[src/rtl/rom_sequencer_if.sv]
// Bus bundle between the ROM scan sequencer and its controller/ROM.
// The master side drives the requests and the ROM data; the slave side is the sequencer.
interface rom_sequencer_if #(
  parameter int ADDR_WIDTH = 2,
  parameter int DATA_WIDTH = 4
);
  logic                             start;
  logic                             step_mode;
  logic                             step;
  logic                             abort;
  logic [DATA_WIDTH-1:0]            rom_data;
  logic [ADDR_WIDTH-1:0]            rom_addr;
  logic [DATA_WIDTH-1:0]            data_out;
  logic                             data_valid;
  logic [DATA_WIDTH+ADDR_WIDTH-1:0] sum;
  logic                             busy;
  logic                             done;

  modport master (
    output start, step_mode, step, abort, rom_data,
    input  rom_addr, data_out, data_valid, sum, busy, done
  );

  modport slave (
    input  start, step_mode, step, abort, rom_data,
    output rom_addr, data_out, data_valid, sum, busy, done
  );
endinterface

[src/rtl/rom_sequencer.sv]
// Scans every ROM address once per start, auto-run or one word per step pulse.
// Optional running checksum of captured words: define ROM_SEQUENCER_CHECKSUM_EN.
module rom_sequencer #(
  parameter int ADDR_WIDTH = 2,
  parameter int DATA_WIDTH = 4
) (
  input logic           clock,
  input logic           reset,
  rom_sequencer_if.slave bus
);
  localparam int SUM_WIDTH = DATA_WIDTH + ADDR_WIDTH;

  typedef enum logic [1:0] {IDLE, READ, WAIT, DONE} state_t;

  state_t                state;
  logic                  step_q;
  logic [ADDR_WIDTH-1:0] addr_q;
  logic [DATA_WIDTH-1:0] data_q;
  logic                  valid_q;
  logic                  busy_q;
  logic                  done_q;

  always_ff @(posedge clock or posedge reset) begin
    if (reset) begin
      state   <= IDLE;
      step_q  <= 1'b0;
      addr_q  <= '0;
      data_q  <= '0;
      valid_q <= 1'b0;
      busy_q  <= 1'b0;
      done_q  <= 1'b0;
    end else begin
      valid_q <= 1'b0;
      done_q  <= 1'b0;
      case (state)
        IDLE: begin
          if (bus.start) begin
            state  <= READ;
            addr_q <= '0;
            step_q <= bus.step_mode;
            busy_q <= 1'b1;
          end
        end
        READ: begin
          if (bus.abort) begin
            state  <= IDLE;
            addr_q <= '0;
            busy_q <= 1'b0;
          end else begin
            data_q  <= bus.rom_data;
            valid_q <= 1'b1;
            addr_q  <= addr_q + ADDR_WIDTH'(1);
            if (addr_q == '1) begin
              state  <= DONE;
              busy_q <= 1'b0;
            end else if (step_q) begin
              state <= WAIT;
            end
          end
        end
        WAIT: begin
          if (bus.abort) begin
            state  <= IDLE;
            addr_q <= '0;
            busy_q <= 1'b0;
          end else if (bus.step) begin
            state <= READ;
          end
        end
        DONE: begin
          // done is registered, so it shows on the cycle after DONE unless aborted
          state  <= IDLE;
          addr_q <= '0;
          if (!bus.abort) done_q <= 1'b1;
        end
        default: state <= IDLE;
      endcase
    end
  end

`ifdef ROM_SEQUENCER_CHECKSUM_EN
  logic [SUM_WIDTH-1:0] sum_q;

  always_ff @(posedge clock or posedge reset) begin
    if (reset) begin
      sum_q <= '0;
    end else if (state == IDLE && bus.start) begin
      sum_q <= '0;
    end else if (state == READ && !bus.abort) begin
      sum_q <= sum_q + {{ADDR_WIDTH{1'b0}}, bus.rom_data};
    end
  end

  assign bus.sum = sum_q;
`else
  assign bus.sum = '0;
`endif

  assign bus.rom_addr   = addr_q;
  assign bus.data_out   = data_q;
  assign bus.data_valid = valid_q;
  assign bus.busy       = busy_q;
  assign bus.done       = done_q;
endmodule

[src/flat_wrapper.sv]
// flat-port wrapper written by rule: the top's interface ports become plain ports
module rom_sequencer_flat 
#(
  parameter int ADDR_WIDTH = 2,
  parameter int DATA_WIDTH = 4
)
  (clock, reset, bus_start, bus_step_mode, bus_step, bus_abort, bus_rom_data, bus_rom_addr, bus_data_out, bus_data_valid, bus_sum, bus_busy, bus_done);
  rom_sequencer_if #(.ADDR_WIDTH(ADDR_WIDTH), .DATA_WIDTH(DATA_WIDTH)) bus_i ();
  input logic clock;
  input logic reset;
  input wire logic [$bits(bus_i.start)-1:0] bus_start;
  input wire logic [$bits(bus_i.step_mode)-1:0] bus_step_mode;
  input wire logic [$bits(bus_i.step)-1:0] bus_step;
  input wire logic [$bits(bus_i.abort)-1:0] bus_abort;
  input wire logic [$bits(bus_i.rom_data)-1:0] bus_rom_data;
  output wire logic [$bits(bus_i.rom_addr)-1:0] bus_rom_addr;
  output wire logic [$bits(bus_i.data_out)-1:0] bus_data_out;
  output wire logic [$bits(bus_i.data_valid)-1:0] bus_data_valid;
  output wire logic [$bits(bus_i.sum)-1:0] bus_sum;
  output wire logic [$bits(bus_i.busy)-1:0] bus_busy;
  output wire logic [$bits(bus_i.done)-1:0] bus_done;
  assign bus_i.start = bus_start;
  assign bus_i.step_mode = bus_step_mode;
  assign bus_i.step = bus_step;
  assign bus_i.abort = bus_abort;
  assign bus_i.rom_data = bus_rom_data;
  assign bus_rom_addr = bus_i.rom_addr;
  assign bus_data_out = bus_i.data_out;
  assign bus_data_valid = bus_i.data_valid;
  assign bus_sum = bus_i.sum;
  assign bus_busy = bus_i.busy;
  assign bus_done = bus_i.done;
  rom_sequencer #(.ADDR_WIDTH(ADDR_WIDTH), .DATA_WIDTH(DATA_WIDTH)) u_core (.clock(clock), .reset(reset), .bus(bus_i));
endmodule
[config.mk]
export PLATFORM = sky130hd
export DESIGN_NAME = rom_sequencer_flat
export DESIGN_NICKNAME = d
export VERILOG_FILES = /design/src/rtl/rom_sequencer_if.sv /design/src/rtl/rom_sequencer.sv /design/src/flat_wrapper.sv
export SDC_FILE = /design/constraint.sdc
export NUM_CORES = 1
export LEC_CHECK = 0
export ABC_AREA = 1
export CAP_MARGIN = 40
export CORE_UTILIZATION = 43
export CTS_BUF_LIST = sky130_fd_sc_hd__clkbuf_4
export CTS_CLUSTER_DIAMETER = 40
export DETAILED_ROUTE_END_ITERATION = 8
export PLACE_DENSITY = 0.77
export RECOVER_POWER = 100
export SLEW_MARGIN = 20
export SYNTH_ARGS = -nofsm -noshare
export SYNTH_HDL_FRONTEND = slang
export SYNTH_SLANG_ARGS = --single-unit
[constraint.sdc]
create_clock -name clock -period 2.8 [get_ports clock]
set_input_delay 0.7 -clock clock [delete_from_list [all_inputs] [get_ports clock]]
set_output_delay 0.7 -clock clock [all_outputs]
set_load 0.005 [all_outputs]
Word level (Yosys, flattened, before mapping) --
Cells that the tools add are included. Widths: inputs -> output; s select.
Operators by class: bitwise gates (word level) 1, add/sub/neg operators 1, reductions and logical operators 7, eq/ne operators 9, multiplexer cells 19
Operators with widths (number):
- $mux 2 | 9
- $pmux 2 s4 | 2
- $mux 1 | 7
- $eq 2x2->1 const B | 3
- $reduce_and 2->1 | 3
- $ne 2x2->1 const B | 2
- $ne 4x2->1 const B | 1
- $reduce_and 4->1 | 1
- $ne 3x2->1 const B | 1
- $ne 3x3->1 const B | 1
- $pmux 1 s3 | 1
- $reduce_and 3->1 | 1
- $reduce_bool 3->1 | 1
- $add 2x1->2 const B | 1
- $eq 2x1->1 const B | 1
- $logic_not 2->1 | 1
- $not 1->1 | 1
Word-level totals: output and inout bits 15, input bits 10, flip-flop bits (word level) 12

Depth between registers and ports, before layout --
Gate-level depths: netlist of run 1.
word-level depth 4, depth in mapped cells 8, gate-level depth less buffers 8

Worst setup path before layout of run 1 --
OpenSTA, ideal clock, no wires.
path type register to register, from register u_core.state[1], to register u_core.state[0], path slack 1.569 ns, clock period less this slack 1.231 ns, required time 2.735 ns, buffers on the path 0, data arrival time 1.166 ns, cell stages (with the launch flop) 9, cells stage by stage dfrtp_1 > inv_1 > ha_1 > inv_2 > nor2_4 > nand2_2 > nand3_1 > nand2_1 > nand2_1
On the way: word-level cells in the longest chain between the ends 3, elaborated cells on any way between the ends 9
Ends and longest elaborated chain:
- start, declared | RTL line rom_sequencer.sv:15 | state_t state;
- start signal, assigned | RTL line rom_sequencer.sv:25 | state <= IDLE;
- start signal, assigned | RTL line rom_sequencer.sv:38 | state <= READ;
- start signal, assigned | RTL line rom_sequencer.sv:46 | state <= IDLE;
- $eq 2x1->1, or another cell as far along | RTL line rom_sequencer.sv:35 | case (state)
- $ne 4x2->1 (no line), or another cell as far along
- $reduce_and 3->1 (no line)
Parallel ways exist; a longest one is shown, timed or not. A chain may end at the register's enable or synchronous reset.

Final worst setup path of run 1 --
from register u_core.addr_q[0], in the netlist u_core.bus.rom_addr[0], to output port bus_rom_addr[0]
RTL lines:
- start, declared | RTL line rom_sequencer.sv:17 | logic [ADDR_WIDTH-1:0] addr_q;
- start signal, assigned | RTL line rom_sequencer.sv:52 | addr_q <= addr_q + ADDR_WIDTH'(1);
- end, declared | RTL line flat_wrapper.sv:16 | output wire logic [$bits(bus_i.rom_addr)-1:0] bus_rom_addr;
No word-level cell between the ends.

==> impl_metrics.env, run 1 <==
export IMPL_status="complete, no violations"
export IMPL_critPathMaxStageDelay_ps=580
export IMPL_core_rowCount=14
export IMPL_hold_violations=0
export IMPL_grt_pass1_wl_mm=2.325
export IMPL_fin_crit_sh_pct=70.11
export IMPL_cap_violations=0
export IMPL_numCtsBuffers=3
export IMPL_leakage_nw=0.4921
export IMPL_hpwl_um=991.5
export IMPL_grt_pass1_vias=528
export IMPL_postRouteAntennaNets=0
export IMPL_htree_levels=1
export IMPL_numPortBuffers=18
export IMPL_post_synth_top_area_cell="dfrtp_1"
export IMPL_dp_cells=118
export IMPL_fp_dieW_um=42.87
export IMPL_path_cells="dlygate4sd3_1"
export IMPL_setup_tns_ps=0
export IMPL_crit_buf_inv=1
export IMPL_post_cts_resized=0
export IMPL_power_density_nw_per_um2=917.3
export IMPL_crit_type="reg -> out"
export IMPL_synthXorXnorAreaFrac_pct=0
export IMPL_clk_pin_slew_ps=70
export IMPL_critPathMaxFanout=4
export IMPL_top_level_ports=25
export IMPL_nets=124
export IMPL_netlist_instances=85
export IMPL_antenna_found_initial=0
export IMPL_hp_class="reg -> reg"
export IMPL_path_delay_family="buffers and inverters"
export IMPL_avgSynthCellArea_um2=8.449
export IMPL_diodes=0
export IMPL_synth_seq_cells=12
export IMPL_yosysSeqAreaShare_pct=41.81
export IMPL_yosysUniqueCellTypes=19
export IMPL_rsz0062_at_grt="no"
export IMPL_post_cts_setup_buffer_count=0
export IMPL_synth_top_area_share_pct=41.81
export IMPL_core_um2=1541
export IMPL_cp_start_kind="register"
export IMPL_drive_gt1_share_pct=7.547
export IMPL_peakVddDrop_uv=376.1
export IMPL_synth_compound_area_share_pct=3.659
export IMPL_wire_per_inst_um=10.99
export IMPL_whs_ps=470.9
export IMPL_gp_congestion=0.8546
export IMPL_critPathArrivalTime_ps=1260
export IMPL_final_cell_mix="nand2_1, dlygate4sd3_1, dfrtp_1"
export IMPL_die_area_um2=1838
export IMPL_clock_sinks=12
export IMPL_total_power_mw=0.8252
export IMPL_fmaxAchievable_mhz=509.4
export IMPL_ctsHoldBuffers=0
export IMPL_slew_viol_final=0
export IMPL_synth_area_leaders="dfrtp_1, ha_1, nand2_1"
export IMPL_crit_slowest_cell="dlygate4sd3_1"
export IMPL_synth_top_family_by_area="simple AND/OR/NAND/NOR gates"
export IMPL_fin_cells=122
export IMPL_layout_min_cycle_time_ps=1963
export IMPL_grt_use_total_pct=17.76
export IMPL_clockBufferDepth=2
export IMPL_grt_max_degree=13
export IMPL_yosysWarnings=0
export IMPL_final_common_cell="nand2_1"
export IMPL_cts_root_buf="clkbuf_4"
export IMPL_drt_iter0_markers=16
export IMPL_start_util_pct=46.59
export IMPL_drcViolationCount=0
export IMPL_vias_per_cell=4.836
export IMPL_synth_area_um2=718.2
export IMPL_skew_ps=5.129
export IMPL_synth_adder_area_share_pct=12.20
export IMPL_vias=590
export IMPL_wl_mm=1.341
export IMPL_critPathCaptureType="output port"
export IMPL_grt_overflow=0
export IMPL_dr_pass1_iters=4
export IMPL_finalSetupViolCount=0
export IMPL_cp_data_required_time_ps=2100
export IMPL_insertion_delay_ps=280
export IMPL_yosys_mux_area_fraction_pct=0
export IMPL_yosys_area_share_simple_pct=29.44
export IMPL_cts_tree="built"
export IMPL_dieHeight_um=42.87
export IMPL_synthToLayoutAreaGrowth_pct=25.26
## cells by family after synthesis
group,after synthesis
and+or+nand+nor,43
buffers and inverters,17
DFF,12
adders and majority gates,7
AOI/OAI and AO/OA,5
other,1
## worst reg2reg max path: stages, from the launching register on
cell	delay, ps
dfrtp_1	410
inv_1	130
ha_1	270
inv_2	40
nor2_1	300
nand2_2	110
nand3_1	110
nand2_1	50
nand2_1	60
## routing by layer
layer,GRT usage [%],vias to the layer above,share of wire [%]
met2,27.88,29,48
li1,-,297,-
met3,2.979,5,5.8
met4,13.13,0,3.9
met5,0,-,0
met1,21.56,259,42
## power by group
group	switching (mW)	total (mW)	internal (mW)
sequential	0.0503	0.298	0.247
clock	0.0592	0.111	0.0517
combinational	0.226	0.417	0.191
## path summary, 6_finish.rpt
path	start	slack (ps)	end	depth (start not counted)
min	u_core.bus.busy$_DFFE_PP0P_	470	u_core.bus.busy$_DFFE_PP0P_	2
min in group asynchronous	reset	860	u_core.bus.data_out[2]$_DFFE_PP0P_	2
max	u_core.bus.rom_addr[0]$_DFFE_PP0P_	840	bus_rom_addr[0]	1
min reg2reg	u_core.bus.busy$_DFFE_PP0P_	470	u_core.bus.busy$_DFFE_PP0P_	2
max in group asynchronous	reset	1630	u_core.bus.busy$_DFFE_PP0P_	2
max reg2reg	u_core.state[1]$_DFFE_PP0P_	1250	u_core.state[0]$_DFFE_PP0P_	8
## synthesized netlist by cell type (all sizes together)
cell type / number
o21ai: 2
a21oi: 2
a31oi: 1
dfrtp: 12
nand2: 28
nor2: 5
ha: 7
nand3: 8
nand4: 1
or2: 1
conb: 1
buf: 6
inv: 11
## state kept, by name, summed over array words and instances (netlist names)
signal and count:
u_core.bus.data_out 4, u_core.bus.rom_addr 2, u_core.state 2, u_core.bus.busy 1, u_core.bus.data_valid 1, u_core.bus.done 1
u_core.step_q 1
## stage by stage
| stage | utilization (%) | cell area [um^2] | setup WS (ps) |
|---|---|---|---|
| after CTS | 59.58 | 918.4 | 909.8 |
| after floorplan | - | 737.0 | 1569 |
| after global routing | 58.36 | 899.6 | 776.9 |
| final | 58.36 | 899.6 | 836.8 |
| after detailed placement | 57.87 | 892.1 | 924.9 |
| after global placement | 57.87 | 892.1 | 956.2 |
## layout make-up
| cell class | count | area [um^2] |
|---|---|---|
| Clock buffer | 3 | 22.52 |
| Clock inverter | 1 | 3.754 |
| Fill cell | 137 | 641.9 |
| Inverter | 11 | 42.54 |
| Multi-Input combinational cell | 61 | 330.3 |
| Sequential cell | 12 | 300.3 |
| Tap cell | 16 | 20.02 |
| Timing Repair Buffer | 18 | 180.2 |
Power figures use the tool's default switching activity.
==> run 2: changes to the inputs <==
==> constraint.sdc (replaced) <==
create_clock -name clock -period 1.88 [get_ports clock]
set_input_delay 0.47 -clock clock [delete_from_list [all_inputs] [get_ports clock]]
set_output_delay 0.47 -clock clock [all_outputs]
set_load 0.005 [all_outputs]
==> impl_metrics.env, run 2 (synthesis results as in run 1) <==
export IMPL_status="complete, no violations"
export IMPL_largest_reg_flops=4
export IMPL_layout_min_cycle_time_ps=1748
export IMPL_grt_overflow=0
export IMPL_dr_pass1_iters=4
export IMPL_rsz0062_at_grt="no"
export IMPL_hp_class="reg -> reg"
export IMPL_slew_viol_final=0
export IMPL_synthToLayoutAreaGrowth_pct=26.65
export IMPL_pwr_share_comb_pct=51.2
export IMPL_p_sw_mw=0.5137
export IMPL_clockBufferDepth=2
export IMPL_die_area_um2=1838
export IMPL_seq_power_share_pct=35.1
export IMPL_diodes=0
export IMPL_numPortBuffers=18
export IMPL_post_cts_resized=0
export IMPL_critPathMaxFanout=5
export IMPL_hpwl_mm=1.032
export IMPL_rrSetupSlack_ps=460
export IMPL_fin_util_pct=59.01
export IMPL_cp_start_kind="input pin"
export IMPL_whs_ps=475.5
export IMPL_crit_slowest_cell="dlygate4sd3_1"
export IMPL_nets=124
export IMPL_grt_use_total_pct=18.41
export IMPL_drt_iter0_markers=14
export IMPL_ctsHoldBuffers=0
export IMPL_fillers=140
export IMPL_skew_ps=3.313
export IMPL_r2r_start="u_core.state[1]$_DFFE_PP0P_"
export IMPL_start_util_pct=46.59
export IMPL_fp_dieW_um=42.87
export IMPL_fin_crit_sh_pct=92.97
export IMPL_wire_per_inst_um=11.20
export IMPL_cp_endpoint="u_core.state[0]$_DFFE_PP0P_"
export IMPL_crit_type="in -> reg"
export IMPL_htree_levels=1
export IMPL_post_cts_setup_buffer_count=0
export IMPL_total_power_mw=1.248
export IMPL_grt_pass1_wl_mm=2.359
export IMPL_clock_sinks=12
export IMPL_critPathMaxStageDelay_ps=660
export IMPL_cp_data_required_time_ps=2060
export IMPL_power_density_nw_per_um2=1372
export IMPL_r2r_cells=8
export IMPL_final_cell_mix="nand2_1, dfrtp_1, dlygate4sd3_1"
export IMPL_antenna_found_initial=0
export IMPL_place_area_um2=892.1
export IMPL_clkPwrFrac_pct=13.7
export IMPL_p_sw_share_pct=41.16
export IMPL_cts_root_buf="clkbuf_4"
export IMPL_dieHeight_um=42.87
export IMPL_finalSetupViolCount=0
export IMPL_fin_area_um2=909.6
export IMPL_cap_violations=0
export IMPL_register_area_um2=300.3
export IMPL_drcViolationCount=0
export IMPL_fmaxAchievable_mhz=572.2
export IMPL_cts_tree="built"
export IMPL_wl_mm=1.366
export IMPL_core_um2=1541
export IMPL_gp_congestion=0.8518
export IMPL_grt_pass1_vias=576
export IMPL_startpoint="bus_abort"
export IMPL_vias_per_cell=4.770
export IMPL_hold_violations=0
export IMPL_grt_max_degree=13
export IMPL_path_cells="dlygate4sd3_1 > clkinvlp_2 > nand2_1 > nand3_1 > nand3_1 > nand2_1"
export IMPL_clk_pin_slew_ps=80
export IMPL_leakage_nw=0.4859
export IMPL_critPathArrivalTime_ps=1930
export IMPL_critPathCaptureType="register"
export IMPL_core_rowCount=14
export IMPL_intPower_mw=0.7344
export IMPL_drive_gt1_share_pct=8.491
export IMPL_setup_tns_ps=0
export IMPL_numCtsBuffers=3
export IMPL_vias=582
export IMPL_postRouteAntennaNets=0
export IMPL_final_common_cell="nand2_1"
export IMPL_peakVddDrop_uv=530.7
export IMPL_regToRegEndpoint="u_core.state[0]$_DFFE_PP0P_"
export IMPL_multiInputGateArea_um2=340.3
export IMPL_top_level_ports=25
export IMPL_insertion_delay_ps=280
[run 2: cell count changes in the layout (fill, tap and decap cells not counted)]
cell / delta
clkdlybuf4s50_1: +1
dlygate4sd3_1: -1
inv_1: +1
inv_2: -1
nand2_1: -1
nand2_2: +1
nor2_1: -1
nor2_4: +1
[run 2: area by class of cell]
type                    count  area share, %
multi-input cells          61          37.41
flip-flops and latches     12          33.01
repair buffers             18          19.81
inverters                  11          4.677
clock buffers               3          2.476
well taps                  16          2.201
clock inverters             1         0.4127
[run 2: how the worst min path moves through the flow]
stage / start / end / slack, ps / cells past startpoint
after floorplan: reset / u_core.bus.busy$_DFFE_PP0P_ / 330 / 1
after global placement: u_core.bus.busy$_DFFE_PP0P_ / u_core.bus.busy$_DFFE_PP0P_ / 450 / 2
after detailed placement: u_core.bus.busy$_DFFE_PP0P_ / u_core.bus.busy$_DFFE_PP0P_ / 460 / 2
after CTS: u_core.bus.busy$_DFFE_PP0P_ / u_core.bus.busy$_DFFE_PP0P_ / 480 / 2
after global routing: u_core.bus.data_out[1]$_DFFE_PP0P_ / u_core.bus.data_out[1]$_DFFE_PP0P_ / 510 / 2
final: u_core.bus.busy$_DFFE_PP0P_ / u_core.bus.busy$_DFFE_PP0P_ / 480 / 2
[run 2: worst max-delay path, delay by kind of cell]
kind	cells	cell delay, ps
buf+inv	2	940
simple gates	4	510
[run 2: routing by layer]
layer | part of all wire [%] | routed length, um | track usage, % | vias up
met2 | 46 | 634 | 29.70 | 17
met5 | 0 | 0 | 0 | -
met4 | 4.3 | 59 | 16.88 | 0
met3 | 3.1 | 42 | 2.553 | 5
met1 | 46 | 629 | 20.53 | 266
li1 | - | - | - | 294
[run 2: power groups by stage]
stage                     Clock [mW]  Sequential (mW)  Combinational [mW]
after global placement             0            0.442               0.657
after floorplan                    0            0.444               0.419
after detailed placement           0            0.448               0.678
after global routing           0.186            0.454               0.720
final                          0.171            0.438               0.639
after CTS                      0.176            0.442               0.685
[run 2: per-stage QoR]
| stage | std cells | setup WS, ps |
|---|---|---|
| final | 122 | 132.3 |
| after global routing | 122 | 88.70 |
| after CTS | 122 | 222.3 |
| after detailed placement | 118 | 249.7 |
| after global placement | 118 | 267.1 |
| after floorplan | 90 | 649.4 |
